==> src/rtl/seg_pkg.sv <==
// rtl/seg_pkg.sv - segment bit indices, hex pattern table and FSM state type
// Shared by seg7_to_hex and seg_decoder.
package seg_pkg;

  localparam int unsigned SEG_A  = 7;
  localparam int unsigned SEG_B  = 6;
  localparam int unsigned SEG_C  = 5;
  localparam int unsigned SEG_D  = 4;
  localparam int unsigned SEG_E  = 3;
  localparam int unsigned SEG_F  = 2;
  localparam int unsigned SEG_G  = 1;
  localparam int unsigned SEG_DP = 0;

  localparam logic [7:0] SEG_MASK_AG = 8'hFE;

  // Active-high a..g patterns, entry k is hex digit k; dp bit always 0.
  localparam logic [15:0][7:0] SEG_HEX_TABLE = {
    8'h8E, 8'h9E, 8'h7A, 8'h9C, 8'h3E, 8'hEE, 8'hF6, 8'hFE,
    8'hE0, 8'hBE, 8'hB6, 8'h66, 8'hF2, 8'hDA, 8'h60, 8'hFC
  };

  typedef enum logic [1:0] {
    ST_IDLE   = 2'd0,
    ST_SETTLE = 2'd1,
    ST_LOCKED = 2'd2
  } seg_state_e;

endpackage

==> src/rtl/seg7_to_hex.sv <==
// rtl/seg7_to_hex.sv - combinational decode of one active-low seven-segment digit
// Unmatched a..g patterns (including all segments off) decode to 0 with err set.
module seg7_to_hex
  import seg_pkg::*;
(
  input  logic [7:0] seg,
  output logic [3:0] value,
  output logic       dp,
  output logic       err
);

  logic [7:0] lit;

  always_comb begin
    lit   = ~seg;
    dp    = lit[SEG_DP];
    value = 4'h0;
    err   = 1'b1;
    for (int unsigned i = 0; i < 16; i++) begin
      if ((lit & SEG_MASK_AG) == SEG_HEX_TABLE[i[3:0]]) begin
        value = i[3:0];
        err   = 1'b0;
      end
    end
  end

endmodule

==> src/rtl/seg_decoder.sv <==
// rtl/seg_decoder.sv - debounced eight-digit seven-segment frame decoder
// Define SEG_DECODER_PERIOD_EN to build the update-period measurement.
module seg_decoder
  import seg_pkg::*;
#(
  parameter int unsigned STABLE_NUM = 16
) (
  input  logic        clk,
  input  logic        rst,
  input  logic [7:0]  i_seg0,
  input  logic [7:0]  i_seg1,
  input  logic [7:0]  i_seg2,
  input  logic [7:0]  i_seg3,
  input  logic [7:0]  i_seg4,
  input  logic [7:0]  i_seg5,
  input  logic [7:0]  i_seg6,
  input  logic [7:0]  i_seg7,
  output logic [31:0] o_digit,
  output logic [7:0]  o_dp,
  output logic [7:0]  o_err,
  output logic        o_valid,
  output logic        o_update,
  output logic [15:0] o_update_cnt,
  output logic [31:0] o_period
);

  localparam logic [15:0] STABLE_MAX = 16'(STABLE_NUM - 1);

  seg_state_e  state_q, state_d;
  logic [63:0] s_d, s_q;
  logic [15:0] stab_q, stab_d;
  logic        s_change;
  logic        lock;
  logic        update;
  logic        first_lock_q;

  logic [31:0] dec_digit;
  logic [7:0]  dec_dp;
  logic [7:0]  dec_err;

  assign s_d = {i_seg7, i_seg6, i_seg5, i_seg4, i_seg3, i_seg2, i_seg1, i_seg0};

  // The incoming sample is judged against the held one at the capture edge,
  // so the capture edge itself counts as the first of the stable samples.
  assign s_change = (s_d != s_q);

  always_comb begin
    stab_d = stab_q;
    if (s_change) begin
      stab_d = 16'd0;
    end else if (stab_q != STABLE_MAX) begin
      stab_d = stab_q + 16'd1;
    end
  end

  always_ff @(posedge clk) begin
    if (rst) begin
      state_q <= ST_IDLE;
    end else begin
      state_q <= state_d;
    end
  end

  always_comb begin
    state_d = state_q;
    lock    = 1'b0;
    if (s_change) begin
      state_d = ST_SETTLE;
    end else begin
      case (state_q)
        ST_IDLE, ST_SETTLE: begin
          if (stab_d == STABLE_MAX) begin
            state_d = ST_LOCKED;
            lock    = 1'b1;
          end
        end
        ST_LOCKED: state_d = ST_LOCKED;
        default:   state_d = ST_IDLE;
      endcase
    end
  end

  for (genvar k = 0; k < 8; k++) begin : g_dec
    seg7_to_hex u_dec (
      .seg   (s_q[8*k +: 8]),
      .value (dec_digit[4*k +: 4]),
      .dp    (dec_dp[k]),
      .err   (dec_err[k])
    );
  end

  assign update = lock &&
                  (!first_lock_q || ({dec_digit, dec_dp, dec_err} != {o_digit, o_dp, o_err}));

  assign o_valid = (state_q == ST_LOCKED);

  always_ff @(posedge clk) begin
    if (rst) begin
      s_q          <= 64'd0;
      stab_q       <= 16'd0;
      o_digit      <= 32'd0;
      o_dp         <= 8'd0;
      o_err        <= 8'd0;
      o_update     <= 1'b0;
      o_update_cnt <= 16'd0;
      first_lock_q <= 1'b0;
    end else begin
      s_q      <= s_d;
      stab_q   <= stab_d;
      o_update <= update;
      if (lock) begin
        o_digit      <= dec_digit;
        o_dp         <= dec_dp;
        o_err        <= dec_err;
        first_lock_q <= 1'b1;
      end
      if (update) begin
        o_update_cnt <= o_update_cnt + 16'd1;
      end
    end
  end

`ifdef SEG_DECODER_PERIOD_EN
  logic [31:0] per_cnt_q;
  logic [31:0] period_q;

  // The first update only starts the measurement; o_period stays 0 until the second.
  always_ff @(posedge clk) begin
    if (rst) begin
      per_cnt_q <= 32'd0;
      period_q  <= 32'd0;
    end else if (update) begin
      per_cnt_q <= 32'd0;
      if (first_lock_q) begin
        period_q <= (per_cnt_q == 32'hFFFF_FFFF) ? 32'hFFFF_FFFF : per_cnt_q + 32'd1;
      end
    end else if (per_cnt_q != 32'hFFFF_FFFF) begin
      per_cnt_q <= per_cnt_q + 32'd1;
    end
  end

  assign o_period = period_q;
`else
  assign o_period = 32'd0;
`endif

endmodule
==> config.mk <==
export PLATFORM = sky130hd
export DESIGN_NAME = seg_decoder
export DESIGN_NICKNAME = d
export VERILOG_FILES = /design/src/rtl/seg_pkg.sv /design/src/rtl/seg7_to_hex.sv /design/src/rtl/seg_decoder.sv
export SDC_FILE = /design/constraint.sdc
export NUM_CORES = 1
export LEC_CHECK = 0
export CORE_ASPECT_RATIO = 1.75
export CORE_MARGIN = 1
export CORE_UTILIZATION = 50
export CTS_CLUSTER_DIAMETER = 30
export DETAILED_ROUTE_END_ITERATION = 10
export PLACE_DENSITY = 0.75
export SLEW_MARGIN = 20
export SYNTH_ARGS = -nofsm -noshare
export SYNTH_HDL_FRONTEND = slang
export SYNTH_SLANG_ARGS = --single-unit
==> constraint.sdc <==
create_clock -name clk -period 4.6 [get_ports clk]
set_input_delay 0.46 -clock clk [delete_from_list [all_inputs] [get_ports clk]]
set_output_delay 0.46 -clock clk [all_outputs]
set_load 0.01 [all_outputs]
== Word-level counts from Yosys, hierarchy flattened ==
Index checks and enable logic that the tools add are counted.

* Reduce and logical (&&, ||, !) cells: 6
* Add/sub/neg operators: 2
* Mux-type cells: 256
* Bitwise logic cells: 8
* Equal/unequal tests: 136

{| class="wikitable"
|+ Operator list
! cell !! count
|-
| equality test 7 bit (second input constant) || 96
|-
| two-way mux 4 bit || 112
|-
| equality test 7 x 6 -> 1 bit (second input constant) || 24
|-
| two-way mux 1 bit || 140
|-
| inequality test 64 bit || 1
|-
| inverter 8 bit || 8
|-
| equality test 7 x 5 -> 1 bit (second input constant) || 8
|-
| inequality test 48 bit || 1
|-
| adder 16 x 1 -> 16 bit (second input constant) || 2
|-
| two-way mux 16 bit || 2
|-
| equality test 16 x 4 -> 1 bit (second input constant) || 1
|-
| inequality test 16 x 4 -> 1 bit (second input constant) || 1
|-
| case mux 2 bit (2 select lines) || 1
|-
| OR reduction 2 bit || 2
|-
| inequality test 3 bit (second input constant) || 1
|-
| equality test 2 x 1 -> 1 bit (second input constant) || 1
|-
| equality test 2 bit (second input constant) || 1
|-
| logical NOT 2 bit || 1
|-
| two-way mux 2 bit || 1
|-
| inequality test 2 bit (second input constant) || 1
|-
| logical AND 1 bit || 1
|-
| logical NOT 1 bit || 1
|-
| logical OR 1 bit || 1
|}

* Output and inout bits: 98
* Input port bits: 66
* Bits in registers: 148
* Logic and storage cells: 418

== Depth between registers and ports, before layout ==
* Depth after elaboration: 21
* Mapped depth: 13
* Gate-level depth less buffers: 10

== Cells and area by module ==
Synthesis repeated with hierarchy kept, for this count alone.

* Cell total of the unflattened synthesis: 1,161
* Area, all modules: 9,761.9 sq um

{| class="wikitable"
|+ Modules (own cells, without submodules)
! module !! area each (sq um) !! cells an instance !! times used !! seq. area each (sq um)
|-
| seg_decoder || 6,915.4 || 721 || 1 || 2,962.8
|-
| seg7_to_hex (g_dec[1].u_dec ...) || 355.3 || 55 || 7 || 0.0
|-
| seg7_to_hex (g_dec[0].u_dec) || 359.1 || 55 || 1 || 0.0
|}

== Worst setup path before layout ==
OpenSTA, ideal clock, no wires.

* Path type: flip-flop to flip-flop
* From: reg s_q[3]
* To: reg o_update_cnt[10]
* Arrival: 3.105 ns
* Library setup time: 0.123 ns
* Buffers on the path: 2
* Required time: 4.477 ns
* Setup slack: 1.371 ns
* Clock period less this slack: 3.229 ns
* Cell stages (with the launch flop): 12
* Path through: dfxtp_1 > or4b_2 > o32ai_1 > a221oi_1 > xnor2_1 > or4_1 > nor4_1 > and4_1 > buf_4 > buf_4 > nor3_1 > mux2_1

* Longest elaborated chain between the ends: 21
* Elaborated cells on any way between the ends: 57
* Those cells by class: 19 x eq/ne; 35 x mux; 1 x bitwise; 2 x reduce/logical

{| class="wikitable"
|+ RTL lines
! item !! RTL line !! source
|-
| from (decl) || seg_decoder.sv:30 || <nowiki>logic [63:0] s_d, s_q;</nowiki>
|-
| from (signal assigned) || seg_decoder.sv:99 || <nowiki>s_q <= 64'd0;</nowiki>
|-
| from (signal assigned) || seg_decoder.sv:108 || <nowiki>s_q <= s_d;</nowiki>
|-
| inverter 8 bit || seg7_to_hex.sv:15 || <nowiki>lit = ~seg;</nowiki>
|-
| equality test 7 bit || seg7_to_hex.sv:20 || <nowiki>if ((lit & SEG_MASK_AG) == SEG_HEX_TABLE[i[3:0]]) begin</nowiki>
|-
| two-way mux 1 bit (16 in a row) || seg7_to_hex.sv:20 ||
|-
| inequality test 48 bit || seg_decoder.sv:93 || <nowiki>(!first_lock_q || ({dec_digit, dec_dp, dec_err} != {o_digit, o_dp, o_err}));</nowiki>
|-
| logical OR 1 bit || seg_decoder.sv:93 ||
|-
| logical AND 1 bit (*) || seg_decoder.sv:92 || <nowiki>assign update = lock &&</nowiki>
|-
| to (signal assigned) || seg_decoder.sv:118 || <nowiki>o_update_cnt <= o_update_cnt + 16'd1;</nowiki>
|-
| to (decl) || seg_decoder.sv:23 || <nowiki>output logic [15:0] o_update_cnt,</nowiki>
|}

Mark *: on every way between the ends. The rest lies on a longest branch, timed or not.
A chain may end at the register's enable or synchronous reset.

== Final worst setup path ==
* From: reg s_q[6]
* To: reg o_update_cnt[9]

Same word-level chain as after synthesis.

==> summary.txt <==
====================================================================================
Mean routed wirelength per cell                                              19.5 um
Global-route congestion overflow total                                             0
Post-Syn Instances                                                             1,275
Area share of the leading cell type in the synthesized netlist                 29.5%
Depth of the worst hold-timing path                                                2
Drt drc                                                                            0
Total Neg Setup Slack                                                           0 ps
Startpoint of the tightest hold check path                              first_lock_q$_SDFFE_PP0P_
Proportion of synthesized chip area in sequential cells                        29.5%
Worst hold path endpoint                                                first_lock_q$_SDFFE_PP0P_
Cts repair resizes                                                                 0
Class of the worst hold path                                                 reg2reg
Total Wirelength                                                           30,900 um
Startpoint type of the worst setup path                                     register
Share of flip-flops with an asynchronous set or reset after synthesis             0%
Number of placement rows                                                          68
Arr. time, crit path                                                         4200 ps
Net count of the finished layout                                               1,395
Hold-fix buffers, CTS                                                              0
Clock latency of the later-clocked register in the worst-skew pair            440 ps
Fraction of the core area covered by cells at the end of the flow              59.8%
Number of buffers added on ports                                                 131
Die Footprint                                                             20,700 um2
Post-CTS Setup Inserts                                                             0
Antenna violations before repair                                                   0
FF+latch count, synth                                                            148
Final Skew                                                                   8.36 ps
Dominant cells by area after synthesis                                  sky130_fd_sc_hd__dfxtp_1 29%, sky130_fd_sc_hd__xor2_1 8.2%, sky130_fd_sc_hd__nor2b_1 5.4%
Clock period minus worst slack                                               3880 ps
Initial DRC Count                                                                706
Number of buffers on the longest clock path                                        2
Total number of yosys warnings                                                     0
Area delta synth->final                                                        17.5%
First-pass GRT wire length                                                 48,700 um
Final Hold Vio Count                                                               0
Starting Density                                                               50.9%
Detailed-route via count                                                       9,749
Number of library cell types mapped by synthesis                                  78
Startpoint of the worst register-to-register path                       s_q[6]$_SDFF_PP0_
CTS Sinks                                                                        148
Core region area                                                          19,700 um2
Largest net degree at the start of global routing                                 99
Mapped Area                                                               10,000 um2
Routed via count divided by cell count                                          6.15
Final max-slew violation count                                                     0
Dpl hpwl                                                                   23,300 um
Highest clock rate                                                           258 MHz
R2r setup slk                                                                 720 ps
Clock tree from TritonCTS                                                        yes
Fraction of the cycle the final worst path needs                               84.2%
Run status                                                                 completed
Drt first pass iters                                                               5
Predominant post-synthesis flop cell                                    sky130_fd_sc_hd__dfxtp_1
Post-synthesis cell type with the largest combined area                 sky130_fd_sc_hd__dfxtp_1
CTS Root Buffer Type                                                    sky130_fd_sc_hd__clkbuf_16
Chip width                                                                    109 um
Cells on worst reg2reg path                                                        9
Max IR drop VDD                                                             0.257 mV
Worst endpoint required time                                                 4920 ps
Peak fanout along the critical path                                               20
Crit. End Element                                                           register
Number of enable flip-flop cells after synthesis                                   0
Setup-failing EPs final                                                            0
Least-Margin Pin Slew                                                        1060 ps
I/O pins                                                                         164
Antenna cells                                                                      0
Syn avg cell area                                                           7.88 um2
RSZ-0062 raised after global routing                                              no
Maximum Capacitance Violations                                                     0
Clk slew on worst S/H paths                                                    60 ps
Power Density                                                             288 nW/um2
Fraction of final layout cells with drive strength greater than 1              4.93%
Overall die height                                                            190 um
Placer Congestion                                                               1.02
End of the worst register-to-register path                              o_update_cnt[9]$_SDFFE_PP0P_
Worst-case headroom to the max-slew limit                                      29.4%
Critical path type                                                           reg2reg
Via count of the first global-routing pass                                     9,122
Pleak                                                                        4.31 nW
Total global routing track utilization                                         31.0%
H-Tree Level Count                                                                 4
TritonCTS Buffers                                                                 17
Number of nets still failing antenna checks after routing                          0
====================================================================================
[per-stage QoR]
step	std cells	setup WS [ps]	area (um2)	hold slack, ps	power, mW
floorplan	1306	1370	10200	432	1.74
global placement	1553	765	11200	443	1.90
detailed placement	1553	733	11200	457	1.90
CTS	1584	764	11800	469	3.40
global route	1584	459	11800	496	3.51
finish	1584	725	11800	474	3.40
[state kept, by name, summed over array words and instances (netlist names)]
| name | count |
|---|---|
| s_q | 64 |
| o_dp | 8 |
| state_q | 2 |
| o_update | 1 |
| o_update_cnt | 16 |
| first_lock_q | 1 |
| o_err | 8 |
| stab_q | 16 |
| o_digit | 32 |
[logic make-up (layout without fill, tap and decap cells)]
kind of cell / after synthesis / in the layout / synth area share (%)
xor+xnor: 119 / 119 / 10.4
other cells: 1 / 32 / 0.0373
flops: 148 / 148 / 29.5
simple gates: 613 / 613 / 35.3
mux: 15 / 15 / 1.62
buf+inv: 162 / 195 / 7.77
compound gates: 215 / 215 / 15.2
fa+ha+maj: 2 / 2 / 0.249
[cells in the mapped netlist (all sizes together) (15+ instances only)]
cell    count
nor2      136
nor3       69
nand3      49
o21ai      35
xor2       94
a211oi     30
a21oi      41
or4        15
clkbuf     68
nor2b      86
dfxtp     148
inv        22
buf        72
nand2      41
nor3b      17
nand4      26
nor4       43
xnor2      25
[power by group]
group	switching [mW]	total [mW]	internal (mW)
Sequential	0.0998	1.41	1.31
Clock	0.565	1.51	0.949
Combinational	0.257	0.469	0.212
[cell usage in the layout (no fill, tap or decap), drive strengths merged, types with 9 or more instances in the layout]
master / instances
a211oi: 30
dfxtp: 148
inv: 23
buf: 12
o31ai: 11
nor3b: 17
nor4: 43
clkbuf: 23
o21ai: 35
nand4: 26
xor2: 94
nand3: 49
mux2: 10
or3b: 10
or4: 15
nor2b: 86
a21oi: 41
o2111ai: 10
and4: 13
nor3: 69
nand3b: 10
xnor2: 25
nand4b: 10
or3: 13
nor2: 136
o211ai: 13
conb: 32
nand2: 41
nor4bb: 14
and2: 9
clkdlybuf4s50: 130
[critical path, stage by stage, from the launching register on]
cell	delay, ps
sky130_fd_sc_hd__dfxtp_1	730
sky130_fd_sc_hd__or4bb_1	560
sky130_fd_sc_hd__o21ai_0	240
sky130_fd_sc_hd__a221oi_1	210
sky130_fd_sc_hd__xnor2_1	220
sky130_fd_sc_hd__or4_1	500
sky130_fd_sc_hd__nor4_1	250
sky130_fd_sc_hd__and4_1	590
sky130_fd_sc_hd__nor3_1	120
sky130_fd_sc_hd__mux2_1	330
[routing by layer]
metal	GRT usage [%]	vias to the layer above	part of all wire, %
met2	51.1	354	49
met1	34.9	4595	38
met4	23.8	0	8.1
li1	-	4687	-
met5	0	-	0
met3	4.75	113	4.8
[worst max-delay path by stage]
| stage | cells after the start | endpoint | start | slack, ps |
|---|---|---|---|---|
| 6_report | 9 | o_update_cnt[9]$_SDFFE_PP0P_ | s_q[6]$_SDFF_PP0_ | 720 |
| 3_3_place_gp | 10 | o_update_cnt[12]$_SDFFE_PP0P_ | i_seg1[5] | 770 |
| 2_1_floorplan | 11 | o_update_cnt[10]$_SDFFE_PP0P_ | s_q[3]$_SDFF_PP0_ | 1370 |
| 3_5_place_dp | 10 | o_update_cnt[15]$_SDFFE_PP0P_ | i_seg1[5] | 730 |
| 4_1_cts | 9 | o_update_cnt[9]$_SDFFE_PP0P_ | s_q[3]$_SDFF_PP0_ | 760 |
| 5_1_grt | 9 | o_update_cnt[12]$_SDFFE_PP0P_ | s_q[6]$_SDFF_PP0_ | 460 |
[cell type report]
type                       count  area, um2
clock buffer                  23        478
clock inverter                 8        148
fill                        1813       7940
inverter                      22       82.6
multi-input combinational    996       6420
sequential                   148       2960
tap                          245        307
timing repair buffer         142       1400
Power figures use the tool's default switching activity.
==> edit 1: new RTL, same settings <==
The option `SEG_DECODER_PERIOD_EN` is turned on by a define.
--- a/src/rtl/seg_decoder.sv
+++ b/src/rtl/seg_decoder.sv
@@ -2,2 +2,4 @@
 // Define SEG_DECODER_PERIOD_EN to build the update-period measurement.
+`define SEG_DECODER_PERIOD_EN
+
 module seg_decoder
Formal check against the unedited RTL: same outputs for any inputs over 10 cycles, from zero or initial values and one cycle with rst high; that may be too few to reach the edited logic, so the function may still have changed.
==> edit 1 against the original RTL <==
  * Total power rose by 56%
  * Sequential cell count rose by 64
  * Final cell count rose by 19%
  * Area after synthesis rose by 19%
  * Clock skew rose by 0.011 ns
  * Sequential power rose by 40%
  * Routed wire length rose by 20%
  * Via count rose by 15%
  * Final area rose by 26%
  * Worst setup slack got worse by 0.21 ns
  * Count of clock-buffer cells in the layout rose by 26
==> edit 1: results (changes against the original RTL) <==
[final_layout]
nNetsFinal=1623  ; +16%
largest_register_ffs=64  ; unchanged
drive_gt1_frac=0.0739  ; +0.0246
diodes=0  ; unchanged

[synthesis]
yosys_warnings=0  ; unchanged
synth.distinct_cells=83  ; +6.4%
synth_commonest_cells=212 x dfxtp_1, 155 x nor2_1, 117 x xnor2_1
synthArstFlopShare=0  ; unchanged
synth_area_leaders=dfxtp_1 35%, xnor2_1 8.5%, nor2_1 4.8%
seq_area_frac_synth=0.354  ; +0.0588

[clocking]
cts-root-to-sink-buffers=3  ; +1
clock_latency_ns=0.53  ; +0.09 ns
cts.htree.levels=2  ; -2
clk_pin_slew_ns=0.05
cts_buffers=37  ; +20

[detailed_routing]
drt_first_pass_iters=7  ; +2
routed_wl_microns=37200  ; +20%
drt_iter0_drc=656  ; -7.1%
post_drt_via_cell_ratio=5.94  ; -3.4%

[worst_setup_path]
reg2regPathDepth=11  ; +2
cp_top_family=compound AO/OA/AOI/OAI gates
critPathMaxFanout=32  ; +60%
cp_slowest_stage_delay_ns=0.64  ; -0.09 ns
arrival_ns=4.51  ; +0.31 ns

[power]
cellLeakagePower_nw=5.40  ; +25%
ir_worst_vdd_mv=0.332  ; +30%
intPower_mw=3.96  ; +60%

[placed_design]
place.gp.congestion=1.00  ; -2.1%
placedInstanceArea_sq_um=13600  ; +22%
dp_hpwl_microns=26900  ; +15%
port_buffers=163  ; +24%

[global_routing]
grt_use_total=0.297  ; -0.0127
grt_pass1_vias=10700  ; +18%
grt_max_degree=75  ; -24%
grt_pass1_wl_microns=57100  ; +17%

[sta]
period_minus_slack_ns=4.08  ; +0.206 ns
worstMarginPinSlew_ns=0.847  ; -0.212 ns
clock_skew_ns=0.0194  ; +0.0110 ns
hold_viol=0  ; unchanged

[min_path]
holdPathStages=2  ; unchanged
hp-class=input port to flip-flop

[run_status]
outcome=complete, no violations

==> edit 1: per-layer routing <==
layer  vias to the layer above  GRT usage  wire [microns]
li1                       5403          -               -
met1                      5313      0.289           13000
met2                       376      0.543           18900
met3                       122     0.0613            2240
met4                         0      0.236            3060
met5                         -          0               0
==> edit 1: cells by family after synthesis <==
logic type / count (synthesis) / synth area share
AO/OA/AOI/OAI: 254 / 0.148
XOR/XNOR: 157 / 0.115
adder cells (fa/ha/maj): 3 / 0.00313
buffers and inverters: 131 / 0.0476
flip-flops: 212 / 0.354
multiplexers: 36 / 0.0300
AND/OR/NAND/NOR: 658 / 0.303
==> edit 1: path summary, 6_finish.rpt <==
kind | from | to | slack (ns)
worst min register to register | o_period[28] | o_period[28] | 0.47
worst max register to register | s_q[11] | per_cnt_q[0] | 0.52
worst min-delay path | rst | o_update_cnt[0] | 0.32
worst max-delay path | s_q[11] | per_cnt_q[0] | 0.52
==> edit 1: per-stage QoR <==
step	setup WS, ns	cells	util	total power [mW]
finish	0.519	1887	0.637	5.30
global placement	0.712	1819	0.582	2.46
global route	0.228	1887	0.637	5.44
CTS	0.612	1887	0.637	5.32
floorplan	1.26	1451	-	2.28
detailed placement	0.647	1819	0.582	2.47
==> edit 1: layout make-up <==
cell class | instances | area [sq um]
multi-input combinational | 1108 | 7190
clock inverter | 19 | 226
inverter | 19 | 71.3
tap | 304 | 380
sequential | 212 | 4240
fill | 2016 | 8500
clock buffer | 49 | 1070
timing repair buffer | 176 | 1740
==> edit 1: power by group through the flow <==
stage                     Sequential (mW)  Combinational (mW)  Clock, mW
final                                1.98               0.466       2.86
after global placement               2.01               0.454          0
after global routing                 1.98               0.497       2.96
after detailed placement             2.01               0.457          0
after CTS                            1.97               0.461       2.88
after floorplan                      1.93               0.353          0
==> edit 2: new RTL, config.mk and constraints unchanged <==
Without the edit above. Add an input register stage for `i_seg5`; this delays it by one clock. The other inputs are not delayed to match.
--- a/src/rtl/seg_decoder.sv
+++ b/src/rtl/seg_decoder.sv
@@ -28,2 +28,12 @@
 
+  logic [7:0] i_seg5_q;
+
+  always_ff @(posedge clk) begin
+    if (rst) begin
+      i_seg5_q <= '0;
+    end else begin
+      i_seg5_q <= i_seg5;
+    end
+  end
+
   seg_state_e  state_q, state_d;
@@ -40,3 +50,3 @@
 
-  assign s_d = {i_seg7, i_seg6, i_seg5, i_seg4, i_seg3, i_seg2, i_seg1, i_seg0};
+  assign s_d = {i_seg7, i_seg6, i_seg5_q, i_seg4, i_seg3, i_seg2, i_seg1, i_seg0};
 
Behaviour: no difference found for any inputs over 10 cycles, from zero or initial values and one cycle with rst high; that may be too few to reach the edited logic, so the function may still have changed.
==> edit 2 against the original RTL <==
  * Die area up 1.7%
  * Worst setup slack better by 0.060 ns
  * Core utilization about the same
  * Total power down 0.95%
  * Synthesized cell count down 0.16%
  * Fmax up 1.6%
  * Final area up 0.86%
  * Sequential share of layout area up 1.1 points
  * Sequential cell count up 8
  * Area after synthesis up 1.7%
  * First-iteration DRC count up 23%
  * Routed wire length down 5.5%
  * Critical path type unchanged
==> edit 2: results (changes against the original RTL) <==
[synthesis]
synth-main-ff-cell=dfxtp_1
synthArstFlopShare=0  ; unchanged
synth_area_leaders=dfxtp_1 31%, xnor2_1 7.5%, nor2b_1 5.8%
synth_commonest_cells=156 x dfxtp_1, 95 x nor2b_1, 91 x nor2_1
yosys_warnings=0  ; unchanged
seq_area_frac_synth=0.306  ; +0.0108
synth_edf_count=0  ; unchanged
synth.distinct_cells=86  ; +10%

[final_layout]
nFillCells=1827  ; +0.77%
drive_gt1_frac=0.0597  ; +0.0105
nNetsFinal=1394  ; -0.072%
diodes=0  ; unchanged
reg_top3=s_q (64), o_digit (32)

[detailed_routing]
drt_first_pass_iters=5  ; unchanged
via_count=9659  ; -0.92%
routedWlPerCell_microns=18.5  ; -5.5%
drt_iter0_drc=869  ; +23%
drc=0  ; unchanged

[clocking]
clk_pin_slew_ns=0.06  ; about the same
cts_buffers=17  ; unchanged
cts.htree.levels=4  ; unchanged
clock_latency_ns=0.43
cts_resized=0  ; unchanged
cts_root_buf=clkbuf_16

[placed_design]
dp_hpwl_microns=21800  ; -6.4%
placedInstanceArea_sq_um=11300  ; +1.2%
port_buffers=131  ; unchanged
place.gp.congestion=0.951  ; -7.1%

[global_routing]
grt_use_total=0.278  ; -0.0316
antenna_found_initial=0  ; unchanged
grt_pass1_vias=8653  ; -5.1%
grt_max_degree=86  ; -13%
grt_pass1_wl_microns=44400  ; -8.7%

[run_status]
outcome=complete, no violations

[power]
ir_worst_vdd_mv=0.223  ; -13%
intPower_mw=2.44  ; -1.5%
cellLeakagePower_nw=4.21  ; -2.5%

[worst_setup_path]
arrival_ns=4.09  ; -0.11 ns
critPathMaxFanout=17  ; -15%

[min_path]
hp-class=flip-flop to flip-flop

[sta]
relSlewSlack=0.371  ; +0.0769
clock_skew_ns=0.0145  ; +0.00616 ns

edit 2: cell families (layout without fill, tap and decap cells):
family	Yosys count	count (layout)	share of synthesized area
fa+ha+maj	3	3	0.00343
mux	14	14	0.0148
other cells	1	32	0.000367
buf+inv	155	190	0.0766
xor+xnor	116	116	0.0995
simple gates	587	587	0.341
compound gates	241	241	0.159
flops	156	156	0.306
edit 2: layout make-up:
type                       instances  share of cell area
clock buffer                      20              0.0384
clock inverter                    12              0.0116
inverter                          22             0.00694
multi-input combinational        993               0.542
sequential                       156               0.262
tap                              245              0.0258
timing repair buffer             136               0.113
edit 2: worst paths after layout:
path	startpoint	to	slack, ns	cells after the start
worst min register to register	i_seg5_q[5]	s_q[45]	0.47	1
worst max-delay path	s_q[19]	o_update_cnt[3]	0.79	10
worst min-delay path	i_seg5_q[5]	s_q[45]	0.47	1
worst max register to register	s_q[19]	o_update_cnt[3]	0.79	10
edit 2: metrics by stage:
step / setup slack, ns / total power, mW / std cells / utilization
5_1_grt: 0.486 / 3.49 / 1584 / 0.598
4_1_cts: 0.819 / 3.37 / 1584 / 0.598
3_5_place_dp: 0.683 / 1.96 / 1552 / 0.568
2_1_floorplan: 1.57 / 1.82 / 1304 / -
6_report: 0.785 / 3.36 / 1584 / 0.598
3_3_place_gp: 0.729 / 1.95 / 1552 / 0.568
edit 2: per-layer routing:
layer / share of wire / vias up / GRT usage
met1: 0.38 / 4549 / 0.310
met4: 0.068 / 0 / 0.190
met5: 0 / - / 0
met2: 0.50 / 385 / 0.478
met3: 0.054 / 88 / 0.0375
li1: - / 4637 / -
edit 2: power by group through the flow:
stage / registers [mW] / logic [mW] / clock network, mW
floorplan: 1.43 / 0.387 / 0
global placement: 1.51 / 0.445 / 0
detailed placement: 1.51 / 0.449 / 0
CTS: 1.48 / 0.451 / 1.44
global route: 1.49 / 0.492 / 1.50
finish: 1.48 / 0.455 / 1.42
edit 2: worst max-delay path, stage by stage, from the launching register on:
cell	delay, ns
dfxtp_1	0.65
nor2b_1	0.22
a22oi_1	0.08
or4_1	0.47
and3_1	0.24
nor4b_1	0.40
or4bb_1	0.48
nor4_4	0.66
buf_4	0.27
or4_1	0.11
a21oi_1	0.06
